File: src/rtl/uart_pgload_16_pkg.sv
// s86_pg_pkg: shared loader FSM states, RX engine states, status codes and default bit timing
package s86_pg_pkg;
  typedef enum logic [2:0] {HDR_LO, HDR_HI, W_LO, W_HI, STATUS, DONE, ERR} pg_state_t;
  typedef enum logic [1:0] {RX_IDLE, RX_START, RX_DATA, RX_STOP} rx_state_t;
  localparam logic [7:0] ACK = 8'h4B;
  localparam logic [7:0] NAK = 8'h45;
  localparam int DEF_CLKS_PER_BIT = 87;
endpackage

File: src/rtl/uart_pgload_16_rx.sv
// uart_rx_byte: 8N1 receiver with synchronizer, glitch-rejecting start detect and stop-bit check
module uart_rx_byte
  import s86_pg_pkg::*;
#(
  parameter int CLKS_PER_BIT = DEF_CLKS_PER_BIT
) (
  input  logic       clk,
  input  logic       rst,
  input  logic       rx,
  output logic       byte_valid,
  output logic [7:0] byte_data,
  output logic       frame_err
);
  localparam int CW = $clog2(CLKS_PER_BIT);
  rx_state_t     rs;
  logic          s1, s2, s3;
  logic [CW-1:0] cnt;
  logic [2:0]    idx;
  always_ff @(posedge clk) begin
    if (rst) begin
      s1 <= 1'b1;
      s2 <= 1'b1;
      s3 <= 1'b1;
      rs <= RX_IDLE;
      cnt <= '0;
      idx <= '0;
      byte_valid <= 1'b0;
      frame_err <= 1'b0;
      byte_data <= '0;
    end else begin
      s1 <= rx;
      s2 <= s1;
      s3 <= s2;
      byte_valid <= 1'b0;
      frame_err <= 1'b0;
      cnt <= cnt + 1'b1;
      case (rs)
        RX_IDLE: begin
          cnt <= '0;
          if (s3 && !s2) rs <= RX_START;
        end
        RX_START: if (cnt == CW'(CLKS_PER_BIT / 2 - 1)) begin
          cnt <= '0;
          idx <= '0;
          rs <= s2 ? RX_IDLE : RX_DATA;
        end
        RX_DATA: if (cnt == CW'(CLKS_PER_BIT - 1)) begin
          cnt <= '0;
          byte_data <= {s2, byte_data[7:1]};
          idx <= idx + 1'b1;
          if (idx == 3'd7) rs <= RX_STOP;
        end
        default: if (cnt == CW'(CLKS_PER_BIT - 1)) begin
          byte_valid <= s2;
          frame_err <= !s2;
          rs <= RX_IDLE;
        end
      endcase
    end
  end
endmodule

File: src/rtl/uart_pgload_16.sv
// uart_pgload_16: UART program loader writing length-prefixed 16-bit words to instruction memory
module uart_pgload_16
  import s86_pg_pkg::*;
#(
  parameter int CLKS_PER_BIT = DEF_CLKS_PER_BIT,
  parameter int ADR_W = 16
) (
  input  logic             upg_clk_i,
  input  logic             upg_rst_i,
  input  logic             upg_rx_i,
  output logic             upg_tx_o,
  output logic             upg_clk_o,
  output logic             upg_wen_o,
  output logic [ADR_W-1:0] upg_adr_o,
  output logic [15:0]      upg_dat_o,
  output logic             upg_done_o
);
  localparam int CW = $clog2(CLKS_PER_BIT);
  pg_state_t     st;
  logic          bv, ferr, go;
  logic [7:0]    bd, code, go_code;
  logic [15:0]   rem;
  logic [9:0]    sh;
  logic [3:0]    tx_bit;
  logic [CW-1:0] tx_cnt;
  assign upg_clk_o = upg_clk_i;
  uart_rx_byte #(.CLKS_PER_BIT(CLKS_PER_BIT)) u_rx (
    .clk(upg_clk_i),
    .rst(upg_rst_i),
    .rx(upg_rx_i),
    .byte_valid(bv),
    .byte_data(bd),
    .frame_err(ferr)
  );
  logic hdr_zero, last, err;
  always_comb begin
    hdr_zero = st == HDR_HI && bv && {bd, rem[7:0]} == 16'd0;
    last = st == W_HI && upg_wen_o && rem == 16'd1;
    err = ferr && (st == HDR_LO || st == HDR_HI || st == W_LO || st == W_HI);
    go = hdr_zero || last || err;
    go_code = err ? NAK : ACK;
  end
  always_ff @(posedge upg_clk_i) begin
    if (upg_rst_i) begin
      st <= HDR_LO;
      upg_wen_o <= 1'b0;
      upg_adr_o <= '0;
      upg_dat_o <= '0;
      upg_done_o <= 1'b0;
      upg_tx_o <= 1'b1;
      rem <= '0;
      sh <= '1;
      tx_bit <= '0;
      tx_cnt <= '0;
      code <= ACK;
    end else begin
      upg_wen_o <= 1'b0;
      upg_tx_o <= st == STATUS ? sh[0] : 1'b1;
      case (st)
        HDR_LO: if (bv) begin
          rem[7:0] <= bd;
          st <= HDR_HI;
        end
        HDR_HI: if (bv) begin
          rem[15:8] <= bd;
          st <= W_LO;
        end
        W_LO: if (bv) begin
          upg_dat_o[7:0] <= bd;
          st <= W_HI;
        end
        W_HI: if (upg_wen_o) begin
          upg_adr_o <= upg_adr_o + 1'b1;
          rem <= rem - 16'd1;
          st <= W_LO;
        end else if (bv) begin
          upg_dat_o[15:8] <= bd;
          upg_wen_o <= 1'b1;
        end
        STATUS: if (tx_cnt == CW'(CLKS_PER_BIT - 1)) begin
          tx_cnt <= '0;
          sh <= {1'b0, sh[9:1]};
          tx_bit <= tx_bit + 1'b1;
          if (tx_bit == 4'd9) begin
            st <= code == ACK ? DONE : ERR;
            upg_done_o <= code == ACK;
          end
        end else tx_cnt <= tx_cnt + 1'b1;
        default: ;
      endcase
      // entering STATUS overrides the per-state next state chosen above
      if (go) begin
        st <= STATUS;
        code <= go_code;
        sh <= {1'b1, go_code, 1'b0};
        tx_bit <= '0;
        tx_cnt <= '0;
      end
    end
  end
endmodule

File: config.mk
export PLATFORM = sky130hd
export DESIGN_NAME = uart_pgload_16
export DESIGN_NICKNAME = d
export VERILOG_FILES = /design/src/rtl/uart_pgload_16_pkg.sv /design/src/rtl/uart_pgload_16_rx.sv /design/src/rtl/uart_pgload_16.sv
export SDC_FILE = /design/constraint.sdc
export NUM_CORES = 1
export LEC_CHECK = 0
export ABC_AREA = 0
export BUFFER_PORTS_ARGS = -buffer_cell sky130_fd_sc_hd__buf_4
export CAP_MARGIN = 20
export CELL_PAD_IN_SITES_DETAIL_PLACEMENT = 1
export CELL_PAD_IN_SITES_GLOBAL_PLACEMENT = 2
export CORE_MARGIN = 3
export CORE_UTILIZATION = 39
export CTS_CLUSTER_DIAMETER = 80
export DETAILED_ROUTE_END_ITERATION = 8
export PLACE_DENSITY = 0.9
export SYNTH_ARGS = -nofsm -noshare
export SYNTH_HDL_FRONTEND = slang
export SYNTH_SLANG_ARGS = --single-unit
File: constraint.sdc
create_clock -name upg_clk_i -period 7.22 [get_ports upg_clk_i]
set_clock_uncertainty 0.2 [all_clocks]
set_input_delay 1.444 -clock upg_clk_i [delete_from_list [all_inputs] [get_ports upg_clk_i]]
set_output_delay 1.444 -clock upg_clk_i [all_outputs]
set_load 0.01 [all_outputs]
**Yosys cells after proc, flatten, opt, wreduce, memory -nomap -nowiden**

Cells that the tools add are included.
W data, S select, Z words.

- Register bits after elaboration: 108
- Input port bits: 3
- Output and inout port bits: 36
- Word-level logic and storage cells: 135

- Add/sub/neg operators: 6
- Equality and inequality tests: 29
- Muxes and demuxes: 32
- Bitwise operators: 4
- Reductions and logical operators: 40

Operator list:

| operator | number |
|---|---|
| $pmux W8 S2 | 2 |
| $mux W3 | 9 |
| $mux W9 | 3 |
| $mux W7 | 3 |
| $pmux W7 S3 | 1 |
| $ne A2 B1 Y1 const B | 9 |
| $add A16 B1 Y16 const B | 1 |
| $eq A16 B1 Y1 const B | 1 |
| $logic_not A16 Y1 | 1 |
| $mux W16 | 1 |
| $sub A16 B1 Y16 const B | 1 |
| $ne A3 B2 Y1 const B | 5 |
| $pmux W3 S5 | 1 |
| $reduce_and A3 Y1 | 5 |
| $add A7 B1 Y7 const B | 2 |
| $eq A7 B7 Y1 const B | 2 |
| $mux W2 | 7 |
| $reduce_and A7 Y1 | 2 |
| $reduce_and A2 Y1 | 5 |
| $reduce_bool A2 Y1 | 5 |
| $eq A8 B7 Y1 const B | 1 |
| $mux W8 | 1 |
| $eq A7 B6 Y1 const B | 1 |
| $eq A3 B2 Y1 const B | 2 |
| 26 further kinds | 40 |

**Longest topological paths before layout**

Gate-level depths: netlist (run 1).

- Depth after elaboration: 8
- Gate-level depth with buffers: 8
- Mapped depth without buffers: 7

**By module**

From an unflattened synthesis (run 1), not the netlist that was laid out.

- Cell total of the unflattened synthesis: 552
- Area, all modules: 4978.5 um^2

By module, submodules not included:

| module | times used | cells each | area each (um^2) |
|---|---|---|---|
| uart_pgload_16 | 1 | 426 | 3794.9 |
| uart_rx_byte | 1 | 126 | 1183.6 |

==> reports/results.ini, run 1 <==
[route]
drt_pass1_iterations = 5
num_vias = 3879
dr.first_iter.drc_count = 108
drt-total-wl_mm = 11.52
wl_per_cell_um = 16.54
antenna_left = 0
vias_per_cell = 5.573
route.detailed.drc = 0

[synth]
synthArstFlopShare_pct = 0
yosys_register_bits = 102
synth.top_cell.area_share_pct = 44.57
synthFlopType = dfxtp_1
synthTopCellsByArea = dfxtp_1 45%, nor2_1 7.1%, mux2i_1 6.1%
synth_area_per_cell_sq_um = 8.744
synth_edf_count = 0
synth.cell_area_sq_mm = 0.004582
ys_warn_count = 0
synth_cells = 524
synth_nets = 539
yosysTopAreaCell = dfxtp_1
ys_seq_area_share_pct = 44.57
ys_types = 58

[global_route]
grt_pass1_vias = 4051
grt_overflow_total = 0
grt_antenna_before_repair = 0
grt_pass1_wl_mm = 19.58
grt_util_met1_pct = 23.19
grt_max_degree = 80
grt_util_all_layers_pct = 18.71
grtUsageMet2_pct = 30.31
top_usage_layer = met2
met3_usage_pct = 5.655

[setup_path]
worstSetupPathType = clk -> out
cp-end-kind = primary output
critPathLaunchType = clock port
worstPathArrival_ns = 3.99
worstPathRequired_ns = 5.58
path_max_fanout = 2

[sta]
rsz0062_at_grt = no
worst_pin_slew_ns = 1.030
hold_violations = 0
maxSlewHeadroom_pct = 31.06
report.final.slew_viol_count = 0
setup_viol = 0
tns_ns = 0

[die]
io_pins = 39
dieArea_sq_mm = 0.01309
core_area_sq_mm = 0.01117
initial_core_util_pct = 41.01
dieWidth_um = 114.4
die_y_um = 114.4
row_count = 38

[pwr]
seq_power_share_pct = 48.6
pwr-share-clk_pct = 50.3
ir_drop_mv = 0.1397
p_switching_uw = 248.0
p_sw_share_pct = 21.36
combPwrFrac_pct = 1.1
p_total_mw = 1.161
p_leak_nw = 1.937
power.internal_uw = 913.0
powerDensity_mw_per_mm2 = 217.8

[placed_design]
place_congestion = 0.7655
portBuffers = 38
dp.final_hpwl_mm = 7.827
dp.cells = 676

[clock_network]
clock_latency_ns = 0.46
path_clk_slew_ns = 0.07
hold_buffers = 0
post_cts_buffers = 0
cts-resized-gates = 0
cts_tree = yes

[flow_run]
cap_violations = 0

[hold_path]
hold_class = reg -> reg

[finish]
syn_to_final_growth_pct = 16.33
antenna_cells = 0
nNetsFinal = 566
mostFrequentLayoutCells = 102 x dfxtp_1, 87 x nor2_1, 41 x buf_4
num-fill-cells = 1318
drive_above_1_share_pct = 14.03
final_common_cell = dfxtp_1
fin_util_pct = 47.70
final_cells = 696

[outcome]
status = finished, final reports clean

-- state kept, by name, indices dropped and copies added, names as in the netlist, 2 cells and up --
signal / count
tx_bit: 4
sh: 10
upg_adr_o: 16
code: 2
st: 3
u_rx.byte_data: 8
rem: 16
tx_cnt: 7
u_rx.cnt: 7
u_rx.idx: 3
upg_dat_o: 16
u_rx.rs: 2
-- worst max-delay path: stages --
cell and delay [ns]:
clkbuf_16 0.12, clkbuf_16 0.13, buf_4 0.13
-- per-stage QoR --
step	instance area [sq um]	worst slack, ns	hold slack, ns
CTS	5323	1.584	0.2191
global route	5330	1.582	0.2238
floorplan	4582	1.847	0.1895
finish	5330	1.588	0.2151
global placement	4949	1.847	0.2001
detailed placement	4949	1.847	0.2003
-- kinds of logic (layout without fill, tap and decap cells) --
group                    Yosys count  count (layout)  synth area share (%)
AND/OR/NAND/NOR                  227             227                 25.23
flip-flops                       102             102                 44.57
AO/OA/AOI/OAI                     91              91                 12.40
buffers and inverters             39              71                 3.523
multiplexers                      30              30                 6.608
XOR/XNOR                          23              23                 4.396
adder cells (fa/ha/maj)           12              12                 3.277
-- worst paths after layout --
check                            startpoint           to  slack [ns]  cells after the start
worst max-delay path              upg_clk_i    upg_clk_o        1.59                      3
worst min-delay path                u_rx.s1      u_rx.s2        0.22                      1
worst max register to register  u_rx.cnt[0]  u_rx.idx[0]        4.53                      7
worst min register to register      u_rx.s1      u_rx.s2        0.22                      1
-- synth_stat cells, drive strengths merged (3+ instances only) --
cell	number
nor3	12
buf	8
ha	12
a21o	3
nand3	15
nand3b	3
o21ai	26
nor4	9
a221o	4
xnor2	13
mux2i	28
a22oi	7
nand2b	3
inv	11
or2	5
and2	11
o211ai	3
nor2b	3
nand4	12
nor2	87
nor3b	3
nand2	33
a21oi	30
and3	3
or4	6
xor2	10
or3	10
dfxtp	102
clkbuf	20
-- per-layer routing --
| metal | wire (um) | part of all wire (%) |
|---|---|---|
| met5 | 0 | 0 |
| met3 | 390 | 3.4 |
| met4 | 219 | 1.9 |
| met1 | 5268 | 46 |
| met2 | 5637 | 49 |
-- cell type report --
type,instances,area [sq um],area share (%)
well taps,140,175.2,3.286
inverters,11,41.29,0.7746
clock buffers,13,307.8,5.775
multi-input cells,383,2390,44.84
clock inverters,7,73.82,1.385
repair buffers,40,300.3,5.634
flip-flops and latches,102,2042,38.31
-- power by group through the flow --
| stage | clock, mW | sequential (mW) | combinational [mW] |
|---|---|---|---|
| after floorplan | 0.0114 | 0.577 | 0.00947 |
| after global placement | 0.0114 | 0.578 | 0.0124 |
| after detailed placement | 0.0114 | 0.578 | 0.0125 |
| after CTS | 0.599 | 0.564 | 0.0127 |
| after global routing | 0.624 | 0.564 | 0.0140 |
| final | 0.584 | 0.564 | 0.0123 |
Note: power is estimated with default switching activity, not from simulation.
==> run 2: changes to the inputs <==
ABC_AREA = 1   (was 0)
CORE_UTILIZATION = 34   (was 39)
PLACE_DENSITY = 0.85   (was 0.9)
clock period = 5.2 ns   (was 7.22 ns; I/O delays follow)
==> run 2 against run 1 <==
- global-route usage down 1.9 points
- count of clock-buffer cells in the layout up 3
- clock power up 33%
- sequential power up 43%
- routed wire length up 14%
- sequential cell count unchanged
- synthesized area up 7.3%
- power up 60%
- synthesized cell count up 29%
- core utilization down 7.1 points
- worst setup slack worse by 0.60 ns
- design area up 6.5%
- critical path type unchanged
- largest cell class unchanged
==> reports/results.ini, run 2 <==
[route]
antenna_left = 0  ; unchanged
drt-total-wl_mm = 13.09  ; +14%
num_vias = 4458  ; +15%
route.detailed.drc = 0  ; unchanged
wl_per_cell_um = 14.61  ; -12%
vias_per_cell = 4.975  ; -11%
drt_pass1_iterations = 4  ; -1
dr.first_iter.drc_count = 164  ; +52%

[finish]
multiInputGateArea_sq_mm = 0.002505  ; +4.8%
reg_top3 = rem: 16 flops, upg_adr_o: 16 flops, upg_dat_o: 16 flops
nNetsFinal = 726  ; +28%
register_area_sq_mm = 0.002042  ; unchanged
mostFrequentLayoutCells = 138 x nand2_1, 102 x dfxtp_1, 91 x nor2_1
final_common_cell = nand2_1
antenna_cells = 0  ; unchanged
syn_to_final_growth_pct = 15.47
num-fill-cells = 1796  ; +36%
drive_above_1_share_pct = 14.11  ; +0.077 points

[global_route]
grt_overflow_total = 0  ; unchanged
grt_antenna_before_repair = 0  ; unchanged
grt_pass1_wl_mm = 22.02  ; +12%
grt_util_all_layers_pct = 16.79  ; -1.9 points
grt_pass1_vias = 4596  ; +13%
grt_max_degree = 38  ; -53%

[synth]
synthTopCellsByArea = dfxtp_1 42%, nand2_1 11%, nor2_1 6.9%
synthFlopType = dfxtp_1
synth_area_per_cell_sq_um = 7.254  ; -17%
synth.cell_area_sq_mm = 0.004918  ; +7.3%
yosys_register_bits = 102  ; unchanged
synthArstFlopShare_pct = 0  ; unchanged
synthTopCellsByCount = 138 x nand2_1, 102 x dfxtp_1, 91 x nor2_1
synth_cells = 678  ; +29%
ys_seq_area_share_pct = 41.52  ; -3.0 points
synth_nets = 693  ; +29%
yosysTopAreaCell = dfxtp_1
yosysMostFrequentCell = nand2_1
ys_warn_count = 0  ; unchanged
synth_edf_count = 0  ; unchanged
ys_types = 38  ; -34%
synth.top_cell.area_share_pct = 41.52  ; -3.0 points

[clock_network]
hold_buffers = 0  ; unchanged
path_clk_slew_ns = 0.07  ; about the same
clock_latency_ns = 0.46  ; about the same
cts-resized-gates = 0  ; unchanged
post_cts_buffers = 0  ; unchanged
cts_tree = yes

[placed_design]
place_congestion = 0.8422  ; +10%
portBuffers = 38  ; unchanged
dp.final_hpwl_mm = 9.596  ; +23%

[setup_path]
worstSetupPathType = clk -> out
critPathMaxStageDelay_ns = 0.13  ; about the same
worstPathArrival_ns = 2.97  ; -1.02 ns
cp_num_buf_inv = 3  ; unchanged
cp_common_cell = clkbuf_16
cp-startpoint = upg_clk_i
critPathLaunchType = clock port
worstPathRequired_ns = 3.96  ; -1.62 ns
cp-end-kind = primary output
path_max_fanout = 2  ; unchanged
cp_top_family = buffers and inverters
reg2reg_from = u_rx.cnt[0]
crit_slowest_cell = clkbuf_16
path_cells = clkbuf_16, clkbuf_16, buf_4

[hold_path]
hp-start = u_rx.s2
hold_class = reg -> reg

[sta]
worst_pin_slew_ns = 0.9256  ; -0.1047 ns
tns_ns = 0  ; unchanged
setup_viol = 0  ; unchanged
rsz0062_at_grt = no
report.final.slew_viol_count = 0  ; unchanged
maxSlewHeadroom_pct = 38.07  ; +7.0 points
hold_violations = 0  ; unchanged

[pwr]
powerDensity_mw_per_mm2 = 328.1  ; +51%
p_leak_nw = 2.402  ; +24%
p_total_mw = 1.863  ; +60%
ir_drop_mv = 0.1728  ; +24%

[die]
dieArea_sq_mm = 0.01595  ; +22%
die_y_um = 126.3  ; +10%
core_area_sq_mm = 0.01399  ; +25%
dieWidth_um = 126.3  ; +10%
io_pins = 39  ; unchanged
initial_core_util_pct = 35.16  ; -5.8 points
row_count = 43  ; +13%

[outcome]
status = finished, final reports clean

[flow_run]
cap_violations = 0  ; unchanged

==> run 2: cell count changes after synthesis, moves of 8 or more <==
| cell | delta |
|---|---|
| o21ai_1 | +11 |
| or3_1 | -10 |
| and2_1 | -10 |
| inv_1 | +52 |
| clkbuf_1 | -12 |
| o21ai_0 | +11 |
| nand3_1 | +37 |
| nor2_2 | +8 |
| xnor2_1 | -8 |
| nor4_1 | -8 |
| nand2_1 | +105 |
| a21oi_1 | +26 |
| mux2i_1 | -28 |
==> run 2: logic make-up after synthesis <==
group           count (synthesis)  synth area share, %
buf+inv                        89                7.555
compound gates                121                13.30
fa+ha+maj                      12                3.053
flops                         102                41.52
xor+xnor                       15                2.671
simple gates                  339                31.90
==> run 2: path summary, 6_finish.rpt <==
| path | to | slack (ns) | cells after the start |
|---|---|---|---|
| max reg2reg | u_rx.idx[2] | 2.96 | 9 |
| min reg2reg | u_rx.frame_err | 0.21 | 1 |
| min | u_rx.frame_err | 0.21 | 1 |
| max | upg_clk_o | 0.99 | 3 |
==> run 2: layer usage <==
layer,GRT usage [%],vias up,wire length (um)
met5,0,-,0
met4,4.543,0,144
met3,3.605,10,307
met2,30.30,33,6625
met1,20.13,2145,6014
li1,-,2270,-
==> run 2: worst register-to-register path, delay by kind of cell, from the launching register on <==
| kind | cells | cell delay, ns |
|---|---|---|
| buffers and inverters | 2 | 0.30 |
| adder cells (fa/ha/maj) | 1 | 0.17 |
| flip-flops | 1 | 0.34 |
| AND/OR/NAND/NOR | 5 | 1.01 |
| AO/OA/AOI/OAI | 1 | 0.07 |
==> run 2: cell type report <==
cell class	count	share of cell area, %
inverters	69	4.605
multi-input cells	487	44.11
flip-flops and latches	102	35.96
clock inverters	4	0.5508
repair buffers	38	5.023
well taps	180	3.966
clock buffers	16	5.794
==> run 2: power by group <==
group	switching (mW)	total, mW	internal (mW)
logic	0.182	0.278	0.0961
registers	0.0156	0.809	0.794
clock network	0.327	0.776	0.448
total	0.525	1.86	1.34
==> run 2: stage by stage <==
step	std cells	area, sq um	hold WS, ns	util (%)	worst slack (ns)
CTS	896	5679	0.2162	40.60	0.9826
finish	896	5679	0.2095	40.60	0.9855
global route	896	5679	0.2382	40.60	0.9790
floorplan	678	4918	0.1895	-	1.241
detailed placement	877	5326	0.2047	38.08	1.241
global placement	877	5326	0.2067	38.08	1.241
==> run 3: changes to the inputs <==
clock period = 3.9 ns   (was 5.2 ns; I/O delays follow)
==> run 3 against run 2 <==
- routed wire length is 0.36% lower
- largest cell class unchanged
- clock power increased by 46%
- combinational power grew 33%
==> reports/results.ini, run 3 (synthesis gave the netlist of run 2 again) <==
[hold_path]
hp-start = u_rx.s2
hold_class = reg -> reg
hold_depth = 1  ; unchanged
hold-path-endpoint = u_rx.frame_err

[setup_path]
worstPathArrival_ns = 2.32  ; -0.65 ns
crit_slowest_cell = clkbuf_16
cp_common_cell = clkbuf_16
cp-startpoint = upg_clk_i
rrSetupSlack_ns = 1.63  ; -1.33 ns
critPathMaxStageDelay_ns = 0.13  ; about the same
reg2regPathDepth = 9  ; unchanged
path_cells = clkbuf_16, clkbuf_16, buf_4
path_max_fanout = 2  ; unchanged
critPathLaunchType = clock port
cp-end-kind = primary output
worstSetupPathType = clk -> out
worstPathRequired_ns = 2.92  ; -1.04 ns
r2r-end = u_rx.byte_data[0]
reg2reg_from = u_rx.cnt[0]

[pwr]
p_leak_nw = 2.429  ; +1.1%
powerDensity_mw_per_mm2 = 450.7  ; +37%
p_total_mw = 2.581  ; +39%
ir_drop_mv = 0.3357  ; +94%

[sta]
report.final.slew_viol_count = 0  ; unchanged
maxSlewHeadroom_pct = 37.22  ; -0.84 points
worst_pin_slew_ns = 0.9382  ; +0.01263 ns
fin_ws_ns = 0.5954  ; -0.3900 ns
rsz0062_at_grt = no
hold_violations = 0  ; unchanged
tns_ns = 0  ; unchanged
setup_viol = 0  ; unchanged

[finish]
drive_above_1_share_pct = 14.50  ; +0.40 points
antenna_cells = 0  ; unchanged
final_common_cell = nand2_1
reg_top3 = rem: 16 flops, upg_adr_o: 16 flops, upg_dat_o: 16 flops
nNetsFinal = 727  ; +0.14%
syn_to_final_growth_pct = 16.46
mostFrequentLayoutCells = 138 x nand2_1, 102 x dfxtp_1, 91 x nor2_1

[placed_design]
place_ws_ns = 0.8509  ; -0.3900 ns
dp.final_hpwl_mm = 9.371  ; -2.4%
place_congestion = 0.8483  ; +0.72%
portBuffers = 38  ; unchanged

[die]
core_area_sq_mm = 0.01399  ; unchanged
initial_core_util_pct = 35.16  ; unchanged
dieWidth_um = 126.3  ; unchanged
io_pins = 39  ; unchanged
row_count = 43  ; unchanged
die_y_um = 126.3  ; unchanged
dieArea_sq_mm = 0.01595  ; unchanged

[route]
dr.first_iter.drc_count = 190  ; +16%
route.detailed.drc = 0  ; unchanged
wl_per_cell_um = 14.54  ; -0.47%
drt_pass1_iterations = 4  ; unchanged
num_vias = 4470  ; +0.27%
route.met2.wl_mm = 6.583  ; -0.63%
met1_length_mm = 6.094  ; +1.3%
antenna_left = 0  ; unchanged
wl_met3_um = 209  ; -32%
vias_per_cell = 4.983  ; +0.16%
top_layer_used = met4
drt-total-wl_mm = 13.04  ; -0.36%

[global_route]
grt_pass1_wl_mm = 22.63  ; +2.7%
grt_max_degree = 38  ; unchanged
grt_antenna_before_repair = 0  ; unchanged
grt_util_all_layers_pct = 17.22  ; +0.43 points
grt_overflow_total = 0  ; unchanged
grt_pass1_vias = 4651  ; +1.2%

[outcome]
status = finished, final reports clean

[clock_network]
hold_buffers = 0  ; unchanged
cts_tree = yes
path_clk_slew_ns = 0.07  ; about the same
cts-resized-gates = 0  ; unchanged
clock_latency_ns = 0.47  ; about the same
post_cts_buffers = 0  ; unchanged

[flow_run]
cap_violations = 0  ; unchanged

-- run 3: cell types whose count changed in the layout (fill, tap and decap cells not counted), sizes merged --
cell | previous run | this run
bufinv | 0 | 1
clkinv | 3 | 2
buf | 39 | 40
-- run 3: cell type report --
cell class | instances | area [sq um]
repair buffers | 39 | 292.8
flip-flops and latches | 102 | 2042
multi-input cells | 487 | 2505
well taps | 180 | 225.2
inverters | 69 | 261.5
fillers | 1741 | 8260
clock inverters | 4 | 52.55
clock buffers | 16 | 349.1
-- run 3: worst max-delay path, delay by kind of cell --
family	cells	cell delay (ns)
buffers and inverters	3	0.38
-- run 3: power by group --
group,total (mW),switching (mW),internal [mW]
Combinational,0.369,0.240,0.129
Sequential,1.08,0.0218,1.06
Clock,1.13,0.437,0.696
Total,2.58,0.698,1.88
-- run 3: metrics by stage --
step | instance area, sq um | hold slack, ns | util (%) | std cells
6_report | 5728 | 0.2149 | 40.95 | 897
2_1_floorplan | 4918 | 0.1895 | - | 678
3_5_place_dp | 5334 | 0.2124 | 38.13 | 878
3_3_place_gp | 5334 | 0.2037 | 38.13 | 878
5_1_grt | 5728 | 0.2300 | 40.95 | 897
4_1_cts | 5728 | 0.2175 | 40.95 | 897
-- run 3: routing by layer --
layer | vias up | GRT usage, %
met4 | 0 | 4.921
met5 | - | 0
li1 | 2272 | -
met3 | 10 | 3.478
met2 | 26 | 30.55
met1 | 2162 | 21.11
-- run 3: worst max-delay path by stage --
stage | depth (start not counted) | slack (ns) | endpoint
finish | 3 | 0.60 | upg_clk_o
global route | 3 | 0.59 | upg_clk_o
CTS | 3 | 0.59 | upg_clk_o
detailed placement | 1 | 0.85 | upg_clk_o
global placement | 1 | 0.85 | upg_clk_o
floorplan | 1 | 0.85 | upg_clk_o
